--- config.mk ---
export PLATFORM = sky130hd
export DESIGN_NAME = light_timer
export DESIGN_NICKNAME = d
export VERILOG_FILES = /design/src/rtl/light_timer_pkg.sv /design/src/rtl/light_timer_tick.sv /design/src/rtl/light_timer.sv
export SDC_FILE = /design/constraint.sdc
export NUM_CORES = 1
export LEC_CHECK = 0
export ABC_AREA = 1
export CELL_PAD_IN_SITES_DETAIL_PLACEMENT = 1
export CELL_PAD_IN_SITES_GLOBAL_PLACEMENT = 2
export CORE_ASPECT_RATIO = 0.75
export CORE_MARGIN = 4
export CORE_UTILIZATION = 28
export CTS_CLUSTER_SIZE = 40
export DETAILED_ROUTE_END_ITERATION = 10
export PLACE_DENSITY_LB_ADDON = 0.1
export SLEW_MARGIN = 40
export SYNTH_ARGS = -nofsm -noshare
export SYNTH_HDL_FRONTEND = slang
export SYNTH_SLANG_ARGS = --single-unit
--- constraint.sdc ---
create_clock -name clk -period 1.2 [get_ports clk]
set_input_delay 0.24 -clock clk [delete_from_list [all_inputs] [get_ports clk]]
set_output_delay 0.24 -clock clk [all_outputs]
set_load 0.05 [all_outputs]
--- src/rtl/light_timer_pkg.sv ---
// light_timer_pkg: shared definitions for the interval timer.
//   - state_e         : FSM encoding (RUN=0, ACK=1, DONE=2)
//   - DEF_*           : default timing parameters
//   - params_legal()  : parameter legality check used at elaboration
//   - prescale_width(): counter width for the prescaler (at least 1 bit)
package light_timer_pkg;

  typedef enum logic [1:0] {
    ST_RUN  = 2'd0,
    ST_ACK  = 2'd1,
    ST_DONE = 2'd2
  } state_e;

  localparam int DEF_PRESCALE    = 1000;
  localparam int DEF_SHORT_TICKS = 5;
  localparam int DEF_LONG_TICKS  = 25;

  function automatic bit params_legal(input int prescale, input int short_ticks,
                                      input int long_ticks);
    return (prescale >= 1) && (short_ticks >= 1) && (long_ticks > short_ticks);
  endfunction

  // A prescale of 1 still needs a 1-bit register so the port widths stay legal.
  function automatic int prescale_width(input int prescale);
    return (prescale > 1) ? $clog2(prescale) : 1;
  endfunction

endpackage

--- src/rtl/light_timer_tick.sv ---
// tick_gen: prescaler producing a one-cycle tick every PRESCALE enabled cycles.
// Ports:
//   clk  - system clock, rising edge
//   rst  - asynchronous active-low reset (counter to 0)
//   en   - count enable; counter holds when low
//   clr  - synchronous clear, wins over en
//   tick - high in the cycle where the count equals PRESCALE-1 and en is set
module tick_gen
  import light_timer_pkg::*;
#(
  parameter int PRESCALE = DEF_PRESCALE
) (
  input  logic clk,
  input  logic rst,
  input  logic en,
  input  logic clr,
  output logic tick
);

  localparam int PW = prescale_width(PRESCALE);
  localparam logic [PW-1:0] LAST = PW'(PRESCALE - 1);

  logic [PW-1:0] cnt_q;
  logic [PW-1:0] cnt_d;

  always_comb begin
    cnt_d = cnt_q;
    if (clr) begin
      cnt_d = '0;
    end else if (en) begin
      cnt_d = (cnt_q == LAST) ? '0 : cnt_q + PW'(1);
    end
  end

  // A clear on the same edge discards the tick so a restart never counts it.
  assign tick = en && !clr && (cnt_q == LAST);

  always_ff @(posedge clk or negedge rst) begin
    if (!rst) begin
      cnt_q <= '0;
    end else begin
      cnt_q <= cnt_d;
    end
  end

endmodule

--- src/rtl/light_timer.sv ---
// light_timer: interval timer for the traffic-light controller handshake.
// A start-count request (sc) is acknowledged with a one-cycle fb pulse, after
// which the tick count restarts; ts/tl flag the short/long intervals.
// Ports:
//   clk     - system clock, rising edge
//   rst     - asynchronous active-low reset; acts as an implicit start
//   sc      - start-count request (level, held until fb)
//   fb      - request acknowledge, one-cycle pulse
//   ts      - elapsed >= SHORT_TICKS
//   tl      - elapsed >= LONG_TICKS
//   elapsed - saturating tick count (debug)
module light_timer
  import light_timer_pkg::*;
#(
  parameter int PRESCALE    = DEF_PRESCALE,
  parameter int SHORT_TICKS = DEF_SHORT_TICKS,
  parameter int LONG_TICKS  = DEF_LONG_TICKS,
  parameter int CNT_W       = $clog2(LONG_TICKS + 1)
) (
  input  logic             clk,
  input  logic             rst,
  input  logic             sc,
  output logic             fb,
  output logic             ts,
  output logic             tl,
  output logic [CNT_W-1:0] elapsed
);

  if (!params_legal(PRESCALE, SHORT_TICKS, LONG_TICKS)) begin : g_param_check
    $error("light_timer: illegal PRESCALE/SHORT_TICKS/LONG_TICKS combination");
  end

  localparam logic [CNT_W-1:0] SHORT_C = CNT_W'(SHORT_TICKS);
  localparam logic [CNT_W-1:0] LONG_C  = CNT_W'(LONG_TICKS);
  localparam logic [CNT_W-1:0] PRE_C   = CNT_W'(LONG_TICKS - 1);

  state_e           state_q, state_d;
  logic [CNT_W-1:0] elapsed_q, elapsed_d;
  logic             accept;
  logic             tick;
  logic             pre_en;
  logic             pre_clr;

  // A request in the ACK cycle is the one just acknowledged, so it is ignored.
  assign accept  = sc && (state_q != ST_ACK);
  assign pre_en  = (state_q == ST_RUN);
  assign pre_clr = accept || (state_q == ST_ACK);

  tick_gen #(
    .PRESCALE(PRESCALE)
  ) u_tick_gen (
    .clk (clk),
    .rst (rst),
    .en  (pre_en),
    .clr (pre_clr),
    .tick(tick)
  );

  always_comb begin
    state_d   = state_q;
    elapsed_d = elapsed_q;
    if (accept) begin
      state_d   = ST_ACK;
      elapsed_d = '0;
    end else begin
      case (state_q)
        ST_ACK: begin
          state_d   = ST_RUN;
          elapsed_d = '0;
        end
        ST_RUN: begin
          if (tick) begin
            if (elapsed_q >= PRE_C) begin
              elapsed_d = LONG_C;
              state_d   = ST_DONE;
            end else begin
              elapsed_d = elapsed_q + CNT_W'(1);
            end
          end
        end
        ST_DONE: begin
          elapsed_d = LONG_C;
        end
        default: begin
          state_d   = ST_RUN;
          elapsed_d = '0;
        end
      endcase
    end
  end

  always_ff @(posedge clk or negedge rst) begin
    if (!rst) begin
      state_q   <= ST_RUN;
      elapsed_q <= '0;
    end else begin
      state_q   <= state_d;
      elapsed_q <= elapsed_d;
    end
  end

  // Pure decodes of registers: glitch-free, no path from sc.
  assign fb      = (state_q == ST_ACK);
  assign ts      = (elapsed_q >= SHORT_C);
  assign tl      = (elapsed_q >= LONG_C);
  assign elapsed = elapsed_q;

endmodule

After elaboration in Yosys (flattened, before gate mapping)
Cells that the tools add are included.
{ "totals": {"ff_bits": 17} }
{ "op_classes": {"add_sub_neg": 2, "magnitude_cmp": 3, "n_eq_ne": 7, "n_mux": 11, "n_reduce_logical": 8} }
{ "ops": {"columns": ["cell", "n"], "rows": [
  ["two-way mux 10 bit", 3],
  ["two-way mux 5 bit", 3],
  ["adder 10 x 1 -> 10 bit, second input constant", 1],
  ["equality test 10 bit, second input constant", 1],
  [">= comparator 5 bit, second input constant", 2],
  ["one-hot mux 5 bit (2 select lines)", 1],
  ["two-way mux 2 bit", 3],
  ["!= test 3 bit, second input constant", 2],
  ["adder 5 x 1 -> 5 bit, second input constant", 1],
  [">= comparator 5 x 3 -> 1 bit, second input constant", 1],
  ["one-hot mux 2 bit (2 select lines)", 1],
  ["logical AND 1 bit", 3],
  ["AND reduction 3 bit", 1],
  ["equality test 2 x 1 -> 1 bit, second input constant", 1],
  ["equality test 2 bit, second input constant", 1],
  ["zero test 2 bit", 1],
  ["!= test 2 x 1 -> 1 bit, second input constant", 1],
  ["!= test 2 bit, second input constant", 1],
  ["nonzero test 2 bit", 1],
  ["zero test 1 bit", 1],
  ["logical OR 1 bit", 1]
]} }

Logic depth before layout (Yosys ltp)
Gate-level depths: netlist of run 1.
{ "logic_depth": {"depth_word": 9, "mapped_depth": 8, "mapped_depth_nobuf": 8} }

Hierarchy
Synthesis of run 1 repeated with hierarchy kept, for this count alone.
{ "unflattened": {"hier_cells": 152, "area_unflattened_um2": 1089.8} }
{ "modules_own_cells": {"columns": ["mod", "n_inst", "cells_per_inst", "area_each_um2", "seq_area_each_um2"], "rows": [
  ["tick_gen", 1, 91, 629.4, 250.2],
  ["light_timer", 1, 61, 460.4, 175.2]
]} }

Worst setup path after synthesis of run 1
No wires, ideal clock.
{ "synth_timing": {"kind": "register to output", "startpoint": "reg elapsed_q[1] (netlist: elapsed[1])", "endpoint": "out ts", "arrival_time_ns": 1.574, "path_slack_ns": -0.614, "path_stages_with_launch": 7, "n_path_buf": 0, "cell_sequence": "dfrtp_1 inv_1 ha_1 nor2_1 nand2_1 nand2_1 nand3_1"} }
{ "synth_via": {"elab_chain_cells": 1} }
{ "synth_lines": {"columns": ["item", "line", "text"], "rows": [
  ["from (decl)", "light_timer.sv:38", "logic [CNT_W-1:0] elapsed_q, elapsed_d;"],
  ["from (signal assigned)", "light_timer.sv:98", "elapsed_q <= elapsed_d;"],
  [">= comparator 5 x 3 -> 1 bit", "light_timer.sv:104", "assign ts = (elapsed_q >= SHORT_C);"],
  ["to (decl)", "light_timer.sv:24", "output logic ts,"]
]} }
No other way between the ends.

Worst setup path after layout of run 1
{ "layout_timing": {"startpoint": "reg elapsed_q[0] (netlist: elapsed[0])", "endpoint": "out tl"} }
{ "layout_via": {"elab_chain_cells": 1} }
{ "layout_lines": {"columns": ["item", "line", "text"], "rows": [
  [">= comparator 5 bit", "light_timer.sv:105", "assign tl = (elapsed_q >= LONG_C);"],
  ["to (decl)", "light_timer.sv:25", "output logic tl,"]
]} }
No other way between the ends.

==> results.py, run 1 <==
metrics = {
    "outcome": {
        "outcome": "finished, violations left",
        "violations": "setup timing",
    },
    "layout": {
        "final_nets": 195,
        "synthToLayoutAreaGrowth_pct": 81.7,
        "diodes": 0,
        "drive_gt1_share_pct": 53.2,
        "fillers": 398,
        "final_area_sq_um": 1860,
    },
    "clocking": {
        "cts_max_level": 1,
        "cts_tree": "done",
        "path_clk_slew_ns": 0.07,
        "clk_latency_ns": 0.25,
        "cts_buffer_depth": 2,
        "holdBufCountCts": 0,
        "cts-root-buf": "clkbuf_8",
        "cts_made_buffers": 3,
        "cts.sinks": 17,
    },
    "synthesis": {
        "synth_seq_cells": 17,
        "ys_types": 19,
        "post_synth.cell_area_avg_sq_um": 7.12,
        "synth_nets": 150,
        "synth_edf_count": 0,
        "synth_area_sq_um": 1020,
        "ys_seq_area_share_pct": 41.5,
        "synth_cells": 144,
        "synth.yosys.warnings": 0,
        "synthFlopType": "dfrtp_1",
        "async_reset_ff_share_pct": 100,
    },
    "power_and_ir_drop": {
        "power_leakage_nw": 0.817,
        "peakVddDrop_mv": 0.402,
        "p_total_w": 0.00144,
        "power_density_nw_per_um2": 772,
    },
    "place": {
        "placed_cell_area_sq_um": 1480,
        "io_buffer_count": 10,
        "hpwl_um": 2330,
        "place_congestion": 0.738,
    },
    "timing": {
        "maxSlewHeadroom_pct": 77.5,
        "fmax_mhz": 623,
        "rsz0062_at_grt": "yes",
        "setup_viol": 21,
        "worst_pin_slew_ns": 0.336,
        "finalCritPeriodShare_pct": 134,
        "fin_worst_skew_ns": 0.00375,
        "drv_slew": 0,
        "finalWorstSetupSlack_ns": -0.405,
        "hold_violations": 0,
        "period_minus_slack_ns": 1.61,
    },
    "detailed_routing": {
        "viasPerCell": 4.58,
        "wl_per_cell_um": 14.1,
        "drt_iter0_markers": 44,
        "drc": 0,
        "ant_nets": 0,
        "vias": 1090,
        "wirelength_um": 3360,
        "drt_first_pass_iters": 4,
    },
    "grt": {
        "grt-ovfl-total": 0,
        "antenna_found_initial": 0,
        "grt_usage_pct": 16.2,
        "grt_pass1_wl_um": 5840,
        "grt_pass1_vias": 1182,
        "grt_max_degree": 18,
    },
    "floorplan": {
        "die_area_sq_um": 4700,
        "coreArea_sq_um": 3400,
        "die_h_um": 60.4,
        "row_count": 18,
        "io_pins": 11,
        "die-width_um": 77.9,
        "start_util_pct": 30.1,
    },
    "critical_path": {
        "cp_slowest_cell": "dfrtp_2",
        "criticalPathCategory": "reg2out",
        "critical_path.cell_chain": "ha_4 -> nor2_4 -> nand2_2 -> o21ai_2 -> inv_2 -> buf_12",
        "r2r-start": "u_tick_gen.cnt_q[0]",
        "arrival_ns": 1.37,
        "critPathCaptureType": "primary output",
        "worst_path_largest_cell_delay_ns": 0.43,
        "critPathLaunch": "elapsed[0]",
        "crit_buf_inv": 2,
        "critPathTopFamily": "flip-flops",
        "cp_max_fo": 2,
        "worst_setup_path_start_kind": "flop",
        "required_ns": 0.96,
    },
    "min_path": {
        "hp-class": "in2async",
    },
    "flow_run": {
        "cap_violations": 0,
    },
}
## cell type report
cell class                      instances  area [sq um]  share of cell area [%]
Clock buffer                            4          45.0                    2.42
Multi-Input combinational cell        105           743                    39.9
Sequential cell                        17           433                    23.3
Tap cell                               50          62.6                    3.36
Timing Repair Buffer                   43           499                    26.8
Inverter                               19          78.8                    4.23
## per-stage QoR
step | utilization [%] | setup WS, ns | setup TNS (ns) | hold WS [ns] | std cells
2_1_floorplan | - | -0.209 | -0.560 | -0.0556 | 144
3_3_place_gp | 43.5 | -0.170 | -2.31 | 0.503 | 225
3_5_place_dp | 43.5 | -0.205 | -2.61 | 0.502 | 225
4_1_cts | 51.4 | -0.419 | -3.05 | 0.322 | 238
5_1_grt | 54.7 | -0.464 | -4.41 | 0.325 | 238
6_report | 54.7 | -0.405 | -2.72 | 0.315 | 238
## synthesized netlist by cell type, types with 2 or more instances
cell type	number	area, sq um
ha_1	3	37.5
inv_1	19	71.3
nor2_1	12	45.0
nand3_1	18	90.1
nor2_2	2	12.5
nand2_1	47	176
dfrtp_1	17	425
o21ai_0	11	55.1
buf_2	2	10.0
nand4_1	3	18.8
xor2_1	2	17.5
## state kept, by name, summed over array words and instances (netlist names)
| name | flops |
|---|---|
| elapsed | 5 |
| state_q | 2 |
| u_tick_gen.cnt_q | 10 |
## report_power, final
group          switching (W)  internal [W]
Sequential         0.0000191      0.000591
Clock               0.000197      0.000236
Combinational       0.000210      0.000184
Total               0.000427       0.00101
## cell usage in the layout (no fill, tap or decap), types with 2 or more instances in the layout
master / n
buf_6: 7
o21ai_1: 2
dfrtp_1: 11
inv_2: 4
inv_1: 14
clkdlybuf4s50_1: 2
buf_12: 10
buf_4: 23
nand2_2: 8
nand2_1: 39
nand4_1: 3
ha_4: 2
nand3_2: 6
nand3_4: 6
o21ai_2: 9
nor2_4: 4
nor2_1: 6
nand3_1: 7
nor2_2: 4
dfrtp_2: 6
clkbuf_8: 3
## per-layer routing
metal / track usage (%) / share of wire, %
met1: 22.3 / 49
met2: 26.2 / 48
met4: 3.81 / 0.51
met5: 0 / 0
met3: 3.71 / 2.5
## cells by family after synthesis
| logic type | count (synthesis) | synth area share (%) |
|---|---|---|
| AO/OA/AOI/OAI | 13 | 6.71 |
| XOR/XNOR | 3 | 2.56 |
| adder cells (fa/ha/maj) | 3 | 3.66 |
| buffers and inverters | 22 | 9.04 |
| flip-flops | 17 | 41.5 |
| AND/OR/NAND/NOR | 86 | 36.5 |
## final timing paths
check	end	slack, ns	cells after the start
worst max register to register	elapsed[3]	-0.15	8
worst max-delay path	tl	-0.41	6
max in group asynchronous	elapsed[2]	0.66	2
worst min-delay path	u_tick_gen.cnt_q[6]	0.31	2
min in group clk	u_tick_gen.cnt_q[8]	0.53	2
worst min register to register	u_tick_gen.cnt_q[8]	0.53	2
## repair_timing
item / CTS / global route
setup buffers: 9 / 4
endpoints found under the setup margin: 22 / 23
pin swaps: 8 / 10
gates resized for setup: 36 / 29
cloned: 1 / 0
Note: power is estimated with default switching activity, not from simulation.
==> run 2: changes to the inputs <==
==> constraint.sdc (replaced) <==
create_clock -name clk -period 1.2 [get_ports clk]
set_input_delay 0.36 -clock clk [delete_from_list [all_inputs] [get_ports clk]]
set_output_delay 0.36 -clock clk [all_outputs]
set_load 0.05 [all_outputs]
==> run 2 against run 1 <==
The flow still finishes with violations (setup timing). Power increased by 4.4%. Worst hold slack better by 0.12 ns. Die area unchanged. Via count up 8.6%. Clock-buffer cell count down 1. Sequential cell count unchanged. Register-to-register slack worse by 0.23 ns.
==> results.py, run 2 (same netlist as run 1, synthesis figures left out) <==
metrics = {
    "critical_path": {
        "rr_endpoint": "elapsed[2]",
        "reg2reg_depth": 10,
        "arrival_ns": 1.36,
        "required_ns": 0.84,
        "worst_setup_path_start_kind": "flop",
        "cp_max_fo": 2,
        "criticalPathCategory": "reg2out",
        "rrSetupSlack_ns": -0.38,
        "critPathCaptureType": "primary output",
        "r2r-start": "elapsed[1]",
    },
    "detailed_routing": {
        "drt_iter0_markers": 57,
        "viasPerCell": 4.63,
        "vias": 1184,
        "ant_nets": 0,
        "wirelength_um": 3960,
        "wl_per_cell_um": 15.4,
        "drt_first_pass_iters": 4,
        "drc": 0,
    },
    "min_path": {
        "hp-class": "in2async",
    },
    "power_and_ir_drop": {
        "peakVddDrop_mv": 0.414,
        "power_density_nw_per_um2": 743,
        "p_total_w": 0.00150,
        "power_leakage_nw": 0.928,
    },
    "layout": {
        "synthToLayoutAreaGrowth_pct": 97.2,
        "diodes": 0,
        "final_nets": 213,
        "top_register": "u_tick_gen.cnt_q",
        "drive_gt1_share_pct": 55.8,
        "final_cell_mix": "nand2_1 (39), buf_4 (33), buf_6 (16)",
        "final_area_sq_um": 2020,
        "final_common_cell": "nand2_1",
        "largest_register_ffs": 10,
    },
    "place": {
        "hpwl_um": 2530,
        "placed_cell_area_sq_um": 1540,
        "io_buffer_count": 10,
        "place_congestion": 0.738,
    },
    "timing": {
        "fmax_mhz": 581,
        "hold_violations": 0,
        "setup_viol": 24,
        "fin_worst_skew_ns": 0.0133,
        "finalWorstSetupSlack_ns": -0.520,
        "worst_pin_slew_ns": 0.299,
        "period_minus_slack_ns": 1.72,
        "maxSlewHeadroom_pct": 79.9,
        "finalCritPeriodShare_pct": 143,
        "rsz0062_at_grt": "yes",
        "drv_slew": 0,
    },
    "clocking": {
        "clk_latency_ns": 0.27,
        "cts-root-buf": "clkbuf_8",
        "cts_max_level": 1,
        "cts_tree": "done",
        "cts_buffer_depth": 2,
        "holdBufCountCts": 0,
        "cts_made_buffers": 3,
        "path_clk_slew_ns": 0.08,
        "cts.sinks": 17,
    },
    "grt": {
        "grt-ovfl-total": 0,
        "grt_max_degree": 18,
        "grt_pass1_vias": 1270,
        "grt_usage_pct": 17.0,
        "grt_pass1_wl_um": 6210,
        "antenna_found_initial": 0,
    },
    "floorplan": {
        "row_count": 18,
        "start_util_pct": 30.1,
        "die_h_um": 60.4,
        "coreArea_sq_um": 3400,
        "die_area_sq_um": 4700,
        "io_pins": 11,
        "die-width_um": 77.9,
    },
    "outcome": {
        "violations": "setup timing",
        "outcome": "finished, violations left",
    },
    "flow_run": {
        "cap_violations": 0,
    },
}
run 2: cell types whose count changed in the layout (fill, tap and decap cells not counted), sizes merged:
cell,previous run,this run
buf,41,58
clkbuf,4,3
clkinv,0,2
inv,19,18
nand2,48,49
run 2: area by class of cell:
| type | instances | area [sq um] |
|---|---|---|
| clock buffer | 3 | 41.3 |
| clock inverter | 1 | 5.00 |
| fill | 393 | 1380 |
| inverter | 19 | 83.8 |
| multi-input combinational | 106 | 768 |
| sequential | 17 | 432 |
| tap | 50 | 62.6 |
| timing repair buffer | 60 | 628 |
run 2: per-layer routing:
layer  routed length (um)  global-route usage, %  vias to the layer above
met2                 1960                   28.9                       15
met3                   91                   3.12                        5
li1                     -                      -                      579
met4                   31                   4.06                        0
met1                 1870                   22.9                      585
met5                    0                      0                        -
run 2: worst max path at each step:
stage,startpoint,endpoint,slack (ns),depth (start not counted)
global route,elapsed[0],tl,-0.58,6
global placement,sc,u_tick_gen.cnt_q[3],-0.39,5
floorplan,elapsed[1],tl,-0.33,6
CTS,elapsed[0],tl,-0.53,6
detailed placement,sc,u_tick_gen.cnt_q[2],-0.45,5
finish,elapsed[0],tl,-0.52,6
run 2: worst max-delay path: stages, from the launching register on:
cell     delay (ns)
dfrtp_2        0.43
ha_4           0.17
nor2_4         0.08
nand2_2        0.08
o21ai_2        0.13
inv_2          0.06
buf_12         0.14
run 2: what timing repair did:
item	in CTS	in global routing
gates cloned	1	0
buffers inserted	13	6
gates resized for setup	45	29
endpoints found under the setup margin	23	25
pin swaps	13	15
run 2: where the power goes:
part,internal [W],switching [W]
combinational,0.000210,0.000221
sequential,0.000591,0.0000176
clock,0.000232,0.000231
run 2: per-stage QoR:
stage / utilization [%] / setup WS, ns / std cells / hold slack (ns) / setup TNS, ns
after detailed placement: 45.2 / -0.453 / 234 / 0.536 / -6.77
after global routing: 59.4 / -0.580 / 256 / 0.437 / -5.87
after global placement: 45.2 / -0.388 / 234 / 0.523 / -6.07
after CTS: 54.7 / -0.527 / 251 / 0.436 / -4.18
after floorplan: - / -0.329 / 144 / 0.0644 / -0.800
final: 59.4 / -0.520 / 256 / 0.435 / -4.49
==> run 3: changes to the inputs <==
Settings changed: CELL_PAD_IN_SITES_DETAIL_PLACEMENT 1 to 0, CELL_PAD_IN_SITES_GLOBAL_PLACEMENT 2 to 1, CORE_UTILIZATION 28 to 35, PLACE_DENSITY_LB_ADDON 0.1 to 0.05, SKIP_LAST_GASP set to 1.
==> run 3 against run 2 <==
Largest cell class unchanged. Worst hold slack improved by 0.0088 ns. Setup slack got worse by 0.017 ns. The flow still finishes with violations (setup timing). Via count decreased by 5.7%. Die area shrank 18%. Register-to-register slack improved by 0.19 ns. Highest routed layer unchanged. Critical path type unchanged.
==> results.py, run 3 (same netlist as run 1, synthesis figures left out) <==
metrics = {
    "grt": {
        "grt-ovfl-total": 0,
        "grt_pass1_vias": 1066,
        "grt_pass1_wl_um": 5110,
        "grt_usage_pct": 17.9,
        "grt_max_degree": 18,
        "antenna_found_initial": 0,
    },
    "critical_path": {
        "worst_setup_path_start_kind": "flop",
        "reg2reg_depth": 6,
        "critPathTopFamily": "flip-flops",
        "worst_path_largest_cell_delay_ns": 0.43,
        "required_ns": 0.84,
        "critPathCaptureType": "primary output",
        "rrSetupSlack_ns": -0.19,
        "rr_endpoint": "elapsed[2]",
        "crit_end": "tl",
        "critPathLaunch": "elapsed[0]",
        "criticalPathCategory": "reg2out",
        "cp_num_cells": 6,
        "cp_max_fo": 2,
        "arrival_ns": 1.38,
        "critical_path.cell_chain": "ha_4 -> nor2_4 -> nand2_2 -> o21ai_2 -> inv_2 -> buf_12",
        "crit_buf_inv": 2,
        "r2r-start": "state_q[1]",
        "cp_slowest_cell": "dfrtp_2",
    },
    "timing": {
        "maxSlewHeadroom_pct": 81.9,
        "period_minus_slack_ns": 1.74,
        "fmax_mhz": 576,
        "drv_slew": 0,
        "hold_ws_ns": 0.443,
        "worst_pin_slew_ns": 0.271,
        "setup_viol": 23,
        "finalWorstSetupSlack_ns": -0.537,
        "hold_violations": 0,
        "finalCritPeriodShare_pct": 145,
        "rsz0062_at_grt": "yes",
        "fin_worst_skew_ns": 0.00468,
    },
    "detailed_routing": {
        "viasPerCell": 4.83,
        "wl_per_cell_um": 13.9,
        "drt_iter0_markers": 37,
        "drc": 0,
        "ant_nets": 0,
        "drt_first_pass_iters": 4,
        "wirelength_um": 3210,
        "vias": 1116,
    },
    "clocking": {
        "cts_tree": "done",
        "cts-root-buf": "clkbuf_8",
        "cts_buffer_depth": 2,
        "holdBufCountCts": 0,
        "cts.sinks": 17,
        "cts_made_buffers": 3,
        "cts_max_level": 1,
        "path_clk_slew_ns": 0.07,
        "clk_latency_ns": 0.26,
    },
    "outcome": {
        "violations": "setup timing",
        "outcome": "finished, violations left",
    },
    "power_and_ir_drop": {
        "power_density_nw_per_um2": 768,
        "peakVddDrop_mv": 0.608,
        "p_total_w": 0.00142,
        "power_leakage_nw": 0.845,
    },
    "place": {
        "io_buffer_count": 10,
        "place_congestion": 0.780,
        "hpwl_um": 2020,
        "place_inst": 216,
    },
    "floorplan": {
        "row_count": 16,
        "io_pins": 11,
        "coreArea_sq_um": 2700,
        "die_area_sq_um": 3870,
        "die-width_um": 70.5,
        "die_h_um": 54.9,
        "start_util_pct": 37.9,
    },
    "layout": {
        "top_register": "u_tick_gen.cnt_q",
        "synthToLayoutAreaGrowth_pct": 80.2,
        "drive_gt1_share_pct": 51.8,
        "largest_register_ffs": 10,
        "final_nets": 202,
        "final_cell_mix": "nand2_1 (43), buf_4 (29), inv_1 (15)",
        "diodes": 0,
        "fin_cells": 231,
        "final_common_cell": "nand2_1",
    },
    "flow_run": {
        "cap_violations": 0,
    },
    "min_path": {
        "hp-class": "in2async",
    },
}
-- run 3: changes by cell type in the layout (fill, tap and decap cells not counted), moves of 2 or more --
cell	delta
buf_6	-9
buf_4	-4
nand2_1	+4
nor2_2	+4
nand2_2	-3
nor2_1	-2
o21ai_1	-2
-- run 3: how the worst min path moves through the flow --
stage | from | slack (ns) | endpoint | depth (start not counted)
global placement | elapsed[4] | 0.52 | elapsed[4] | 2
global route | rst | 0.45 | u_tick_gen.cnt_q[4] | 2
detailed placement | elapsed[4] | 0.51 | elapsed[4] | 2
finish | rst | 0.44 | u_tick_gen.cnt_q[4] | 2
CTS | rst | 0.46 | u_tick_gen.cnt_q[4] | 2
floorplan | rst | 0.06 | elapsed[0] | 0
-- run 3: routing by layer --
metal  global-route usage [%]  vias to the layer above  part of all wire [%]
met4                     6.69                        0                   2.0
met3                     4.04                        7                   3.6
met1                     22.8                      529                    47
met2                     30.1                       17                    47
li1                         -                      563                     -
met5                        0                        -                     0
-- run 3: repair_timing --
action / CTS / global route
cloned: 2 / 0
hold endpoints to repair: 0 / 0
setup endpoints to repair: 24 / 24
pin swaps: 12 / 13
resized for setup: 34 / 23
setup buffers: 7 / 4
-- run 3: area by class of cell --
cell class	instances	area [sq um]
clock buffer	4	45.0
fill	210	856
inverter	19	78.8
multi-input combinational	107	729
sequential	17	433
tap	36	45.0
timing repair buffer	48	515
-- run 3: power by group --
part,leakage [nW],total [W],switching [W],internal [W]
logic,0.599,0.000374,0.000200,0.000174
registers,0.224,0.000607,0.0000157,0.000591
clock network,0.0228,0.000437,0.000201,0.000236
total,0.845,0.00142,0.000416,0.00100
-- run 3: through the flow --
| stage | setup TNS (ns) | worst slack (ns) | utilization, % | cell area (sq um) |
|---|---|---|---|---|
| global route | -4.67 | -0.613 | 68.3 | 1850 |
| global placement | -6.31 | -0.394 | 55.1 | 1490 |
| detailed placement | -6.72 | -0.412 | 55.1 | 1490 |
| floorplan | -0.800 | -0.329 | - | 1060 |
| finish | -3.49 | -0.537 | 68.3 | 1850 |
| CTS | -3.31 | -0.524 | 64.0 | 1730 |
